[src/rtl/divider_pkg.sv]
// Shared definitions for the restoring divider.
//   WIDTH      operand and result width
//   CNT_W      width of the iteration counter
//   LAST_ITER  counter value of the final iteration
//   state_t    controller states (IDLE, RUN, DONE)
package divider_pkg;

    localparam int WIDTH = 8;
    localparam int CNT_W = 3;
    localparam logic [CNT_W-1:0] LAST_ITER = CNT_W'(WIDTH - 1);

    typedef enum logic [1:0] {
        IDLE = 2'd0,
        RUN  = 2'd1,
        DONE = 2'd2
    } state_t;

endpackage

[src/rtl/restoring_divider_sub9.sv]
// Trial subtractor for the restoring divider.
//   a, b  : 9-bit operands (zero-extended partial remainder and divisor)
//   diff  : a - b; bit 8 set means the trial went negative (borrow)
module sub9 (
    input  logic [8:0] a,
    input  logic [8:0] b,
    output logic [8:0] diff
);

    assign diff = a - b;

endmodule

[src/rtl/restoring_divider.sv]
// 8-bit unsigned restoring divider, one quotient bit per clock.
//   Clk, Reset_n          : clock, asynchronous active-low reset
//   Start                 : begin a division (sampled only in IDLE)
//   Dividend, Divisor     : operands, captured on the accepting edge
//   Quotient, Remainder   : registered results, held until the next accepted Start
//   Busy                  : high whenever the controller is not IDLE
//   Done                  : one-cycle pulse marking valid results
//   DivByZero             : registered flag, set when the captured Divisor was 0
//
// state | meaning
// IDLE  | waiting for Start; results hold their last values
// RUN   | one shift/trial-subtract iteration per cycle, counter 0..7
// DONE  | results valid, Done asserted for this single cycle
module restoring_divider
    import divider_pkg::*;
(
    input  logic             Clk,
    input  logic             Reset_n,
    input  logic             Start,
    input  logic [WIDTH-1:0] Dividend,
    input  logic [WIDTH-1:0] Divisor,
    output logic [WIDTH-1:0] Quotient,
    output logic [WIDTH-1:0] Remainder,
    output logic             Busy,
    output logic             Done,
    output logic             DivByZero
);

    state_t             state_q, state_d;
    logic [CNT_W-1:0]   cnt_q,   cnt_d;
    logic [WIDTH-1:0]   r_q,     r_d;
    logic [WIDTH-1:0]   q_q,     q_d;
    logic [WIDTH-1:0]   dvs_q,   dvs_d;
    logic [WIDTH-1:0]   quo_q,   quo_d;
    logic [WIDTH-1:0]   rem_q,   rem_d;
    logic               dbz_q,   dbz_d;

    logic [WIDTH-1:0]   r_sh;
    logic [WIDTH-1:0]   q_sh;
    logic [WIDTH:0]     trial;
    logic [WIDTH-1:0]   r_iter;
    logic [WIDTH-1:0]   q_iter;

    // Shift {R,Q} left by one. The bit shifted out of R is always 0: before
    // the last iteration R is below 2^7, so the 9-bit trial loses nothing.
    assign r_sh = {r_q[WIDTH-2:0], q_q[WIDTH-1]};
    assign q_sh = {q_q[WIDTH-2:0], 1'b0};

    sub9 u_sub9 (
        .a    ({1'b0, r_sh}),
        .b    ({1'b0, dvs_q}),
        .diff (trial)
    );

    always_comb begin
        r_iter = r_sh;
        q_iter = q_sh;
        if (!trial[WIDTH]) begin
            r_iter = trial[WIDTH-1:0];
            q_iter = {q_sh[WIDTH-1:1], 1'b1};
        end
    end

    always_ff @(posedge Clk or negedge Reset_n) begin
        if (!Reset_n) begin
            state_q <= IDLE;
            cnt_q   <= '0;
            r_q     <= '0;
            q_q     <= '0;
            dvs_q   <= '0;
            quo_q   <= '0;
            rem_q   <= '0;
            dbz_q   <= 1'b0;
        end else begin
            state_q <= state_d;
            cnt_q   <= cnt_d;
            r_q     <= r_d;
            q_q     <= q_d;
            dvs_q   <= dvs_d;
            quo_q   <= quo_d;
            rem_q   <= rem_d;
            dbz_q   <= dbz_d;
        end
    end

    always_comb begin
        state_d = state_q;
        case (state_q)
            IDLE: begin
                if (Start) begin
                    state_d = (Divisor == '0) ? DONE : RUN;
                end
            end
            RUN: begin
                if (cnt_q == LAST_ITER) begin
                    state_d = DONE;
                end
            end
            DONE:    state_d = IDLE;
            default: state_d = IDLE;
        endcase
    end

    always_comb begin
        cnt_d = cnt_q;
        r_d   = r_q;
        q_d   = q_q;
        dvs_d = dvs_q;
        quo_d = quo_q;
        rem_d = rem_q;
        dbz_d = dbz_q;
        case (state_q)
            IDLE: begin
                if (Start) begin
                    cnt_d = '0;
                    r_d   = '0;
                    q_d   = Dividend;
                    dvs_d = Divisor;
                    dbz_d = 1'b0;
                    if (Divisor == '0) begin
                        quo_d = '1;
                        rem_d = Dividend;
                        dbz_d = 1'b1;
                    end
                end
            end
            RUN: begin
                r_d   = r_iter;
                q_d   = q_iter;
                cnt_d = cnt_q + 1'b1;
                if (cnt_q == LAST_ITER) begin
                    quo_d = q_iter;
                    rem_d = r_iter;
                end
            end
            default: ;
        endcase
    end

    always_comb begin
        Busy = (state_q != IDLE);
        Done = (state_q == DONE);
    end

    assign Quotient  = quo_q;
    assign Remainder = rem_q;
    assign DivByZero = dbz_q;

endmodule

[config.mk]
export PLATFORM = sky130hd
export DESIGN_NAME = restoring_divider
export DESIGN_NICKNAME = d
export VERILOG_FILES = /design/src/rtl/divider_pkg.sv /design/src/rtl/restoring_divider_sub9.sv /design/src/rtl/restoring_divider.sv
export SDC_FILE = /design/constraint.sdc
export NUM_CORES = 1
export LEC_CHECK = 0
export CORE_ASPECT_RATIO = 0.8
export CORE_MARGIN = 2
export CORE_UTILIZATION = 57
export CTS_CLUSTER_SIZE = 8
export DETAILED_ROUTE_END_ITERATION = 8
export PLACE_DENSITY_LB_ADDON = 0.05
export SLEW_MARGIN = 20
export SYNTH_ARGS = -nofsm -noshare
export SYNTH_HDL_FRONTEND = slang
export SYNTH_SLANG_ARGS = --single-unit
[constraint.sdc]
create_clock -name Clk -period 4.6 [get_ports Clk]
set_input_delay 0.46 -clock Clk [delete_from_list [all_inputs] [get_ports Clk]]
set_output_delay 0.46 -clock Clk [all_outputs]
set_load 0.05 [all_outputs]
==> out/results.txt <==
Power per unit of standard cell area: 835 nW/um^2
Cells on worst reg2reg path: 8
Number of I/O pins: 38
Skew-Pair Late Insertion Delay: 300 ps
Final hold vios: 0
Number of endpoints failing setup at the final stage: 0
Slowest-stage cell, CP: sky130_fd_sc_hd__o311ai_0
Final total negative setup slack: 0 ps
Syn nets: 291
Async set or reset register ratio after synthesis: 100%
Worst slew margin: 34.5%
Leading cell types in the layout, fill and taps excluded: sky130_fd_sc_hd__nand2_1 (58), sky130_fd_sc_hd__dfrtp_1 (45), sky130_fd_sc_hd__clkdlybuf4s50_1 (36)
Core footprint: 3880 um^2
Clock transition at the registers of the reported paths: 90 ps
Clock net sink count: 45
DR pass1 iterations: 4
Cells resized by post-CTS repair: 0
Longest individual stage delay on the worst path: 460 ps
Vias in the first global route: 1869
Residual antenna-violating net count after detailed routing: 0
Register area share after synthesis: 47.7%
Clk_skew: 9.26 ps
Number of standard cells after synthesis: 261
Overall global routing resource usage: 25.3%
Half-perimeter wire length after detailed placement: 3.92 mm
Layout cells sized above 1: 5.07%
Area delta synth->final: 19.5%
Yosys reg bits: 45
Number of warning messages in the yosys log: 0
Most frequent standard cell in the layout excluding fill and tap cells: sky130_fd_sc_hd__nand2_1
Post-DR wirelength/cell: 15.2 um
Die Wd: 75.9 um
Commonest register cell after synthesis: sky130_fd_sc_hd__dfrtp_1
Clock root buffer: sky130_fd_sc_hd__clkbuf_8
Layout filler cell count: 289
Global-route wire length before repair: 9.04 mm
Final net count: 325
Critical path data required time: 4750 ps
CP Max Fanout: 3
Total congestion overflow after global routing: 0
Routed vias/inst: 5.68
Ant. Diodes: 0
Most frequent cell on the critical path: sky130_fd_sc_hd__inv_1
Tightest Pin Transition: 983 ps
Placement Cell Area: 2730 um^2
CTS tree: done
Unrepaired setup endpoints after global routing: no
Count of flip-flops with a built-in enable after synthesis: 0
Final clock period utilization by the worst path: 52.8%
Count of pins over their slew limit: 0
Max Clk Rate: 412 MHz
Post-CTS setup buffer count: 0
Iteration-0 DRC count of the detailed router: 137
Rows: 20
Number of max-cap violations: 0
Sum of routed wire length over all layers: 5.34 mm
Combined area of all synthesized cells: 2360 um^2
Maximum number of pins on one net before global-route repair: 46
Leakage component of the power: 1.25 nW
Number of CTS-inserted buffers: 5
Critical Path Sink Type: flip-flop
Register area: 1130 um^2
Crit path launch type: flip-flop
Vertical extent of the die: 61.5 um
Count of different cell masters after synthesis: 42
Number of vias after detailed routing: 1994
Starting Density: 60.8%
Data arrival, critical path: 2580 ps
Setup CP Type: reg -> reg
Max IR drop VDD: 413 uV
Cells along the critical path: inv_1, ha_1, inv_1, fa_1, a211oi_2, o21ai_0, o311ai_0, a31oi_1
Antenna violations before repair: 0
Final design instance area without fill: 2820 um^2
Bufs on Longest Clock Path: 2
Die outline area: 4670 um^2
CTS hold repair buffers: 0
Global placement routability congestion: 0.775
Drt drc: 0
Post-layout minimum cycle time: 2430 ps
Port buffer count: 37
Result of the run: complete, no violations
Synth Area per Inst: 9.04 um^2
Number of levels the H-tree was split into: 2
Area of combinational cells with multiple inputs: 1120 um^2
Type of the most critical hold path: in -> async
## path summary, 6_finish.rpt
| check | from | end | slack (ps) |
|---|---|---|---|
| max in group asynchronous | Reset_n | q_q[3]$_DFFE_PN0P_ | 3680 |
| worst max-delay path | q_q[7]$_DFFE_PN0P_ | Remainder[6]$_DFFE_PN0P_ | 2170 |
| min in group Clk | dvs_q[0]$_DFFE_PN0P_ | dvs_q[0]$_DFFE_PN0P_ | 510 |
| worst min register to register | dvs_q[0]$_DFFE_PN0P_ | dvs_q[0]$_DFFE_PN0P_ | 510 |
| worst max register to register | q_q[7]$_DFFE_PN0P_ | Remainder[6]$_DFFE_PN0P_ | 2170 |
| worst min-delay path | Reset_n | dvs_q[4]$_DFFE_PN0P_ | 320 |
## routing by layer
layer / routed length (um) / GRT usage, %
met1: 2680 / 35.5
met2: 2380 / 41.1
met3: 246 / 5.43
met4: 36 / 7.01
met5: 0 / 0
## flip-flops by register name, summed over array words and instances, names as in the netlist
signal	flops
state_q	2
Remainder	8
cnt_q	3
r_q	7
dvs_q	8
Quotient	8
q_q	8
DivByZero	1
## where the power goes
part	internal, W	total, W	switching (W)
Combinational	0.000515	0.00141	0.000895
Sequential	0.000578	0.000706	0.000128
Clock	0.000108	0.000238	0.000130
Total	0.00120	0.00235	0.00115
## stage by stage
stage	std cells	power (W)	hold slack, ps	utilization, %	setup WS [ps]
floorplan	261	0.00174	164	-	2570
global placement	343	0.00206	492	70.5	2140
detailed placement	343	0.00211	490	70.5	2130
CTS	351	0.00235	357	72.6	2200
global route	351	0.00253	393	72.6	2060
finish	351	0.00235	321	72.6	2170
## cells in the mapped netlist, types with 2 or more instances
| library cell | n | share of area [%] |
|---|---|---|
| sky130_fd_sc_hd__nand2_1 | 58 | 9.2 |
| sky130_fd_sc_hd__dfrtp_1 | 45 | 48 |
| sky130_fd_sc_hd__nor2_1 | 28 | 4.5 |
| sky130_fd_sc_hd__a21oi_1 | 17 | 3.6 |
| sky130_fd_sc_hd__o21ai_0 | 17 | 3.6 |
| sky130_fd_sc_hd__a31oi_1 | 13 | 3.4 |
| sky130_fd_sc_hd__inv_1 | 12 | 1.9 |
| sky130_fd_sc_hd__ha_1 | 10 | 5.3 |
| sky130_fd_sc_hd__a2bb2oi_1 | 4 | 1.5 |
| sky130_fd_sc_hd__clkbuf_1 | 4 | 0.64 |
| sky130_fd_sc_hd__a211oi_1 | 3 | 0.95 |
| sky130_fd_sc_hd__a22o_1 | 3 | 1.1 |
| sky130_fd_sc_hd__buf_4 | 3 | 0.95 |
| sky130_fd_sc_hd__nand3_1 | 3 | 0.64 |
| sky130_fd_sc_hd__o21bai_1 | 3 | 0.95 |
| sky130_fd_sc_hd__a21o_1 | 2 | 0.64 |
| sky130_fd_sc_hd__a21oi_4 | 2 | 1.4 |
| sky130_fd_sc_hd__and2_1 | 2 | 0.53 |
| sky130_fd_sc_hd__and3_1 | 2 | 0.53 |
| sky130_fd_sc_hd__buf_2 | 2 | 0.42 |
| sky130_fd_sc_hd__mux2i_1 | 2 | 0.85 |
| sky130_fd_sc_hd__nand2b_1 | 2 | 0.53 |
| sky130_fd_sc_hd__nor2b_1 | 2 | 0.53 |
| sky130_fd_sc_hd__nor4_2 | 2 | 1.1 |
| sky130_fd_sc_hd__o211ai_1 | 2 | 0.64 |
| sky130_fd_sc_hd__or2_0 | 2 | 0.53 |
## worst max-delay path, delay by kind of cell (launching register included)
kind | cells | cell delay (ps)
DFF | 1 | 420
buffers and inverters | 2 | 130
AOI/OAI and AO/OA | 4 | 1140
adders and majority gates | 2 | 580
## logic make-up after synthesis
group | after synthesis | synth area share [%]
DFF | 45 | 47.7
adders and majority gates | 11 | 6.15
and+or+nand+nor | 104 | 18.9
xor gates and xnor gates | 2 | 0.743
AOI/OAI and AO/OA | 74 | 21.0
buffers and inverters | 23 | 4.56
muxes | 2 | 0.849
## final cells by class
class                      instances  share of cell area (%)
inverter                          13                    1.73
tap                               55                    2.44
timing repair buffer              37                    13.0
clock buffer                       7                    2.71
clock inverter                     1                   0.266
multi-input combinational        193                    39.9
sequential                        45                    40.0
No activity file was read; power rests on OpenSTA's default activity.
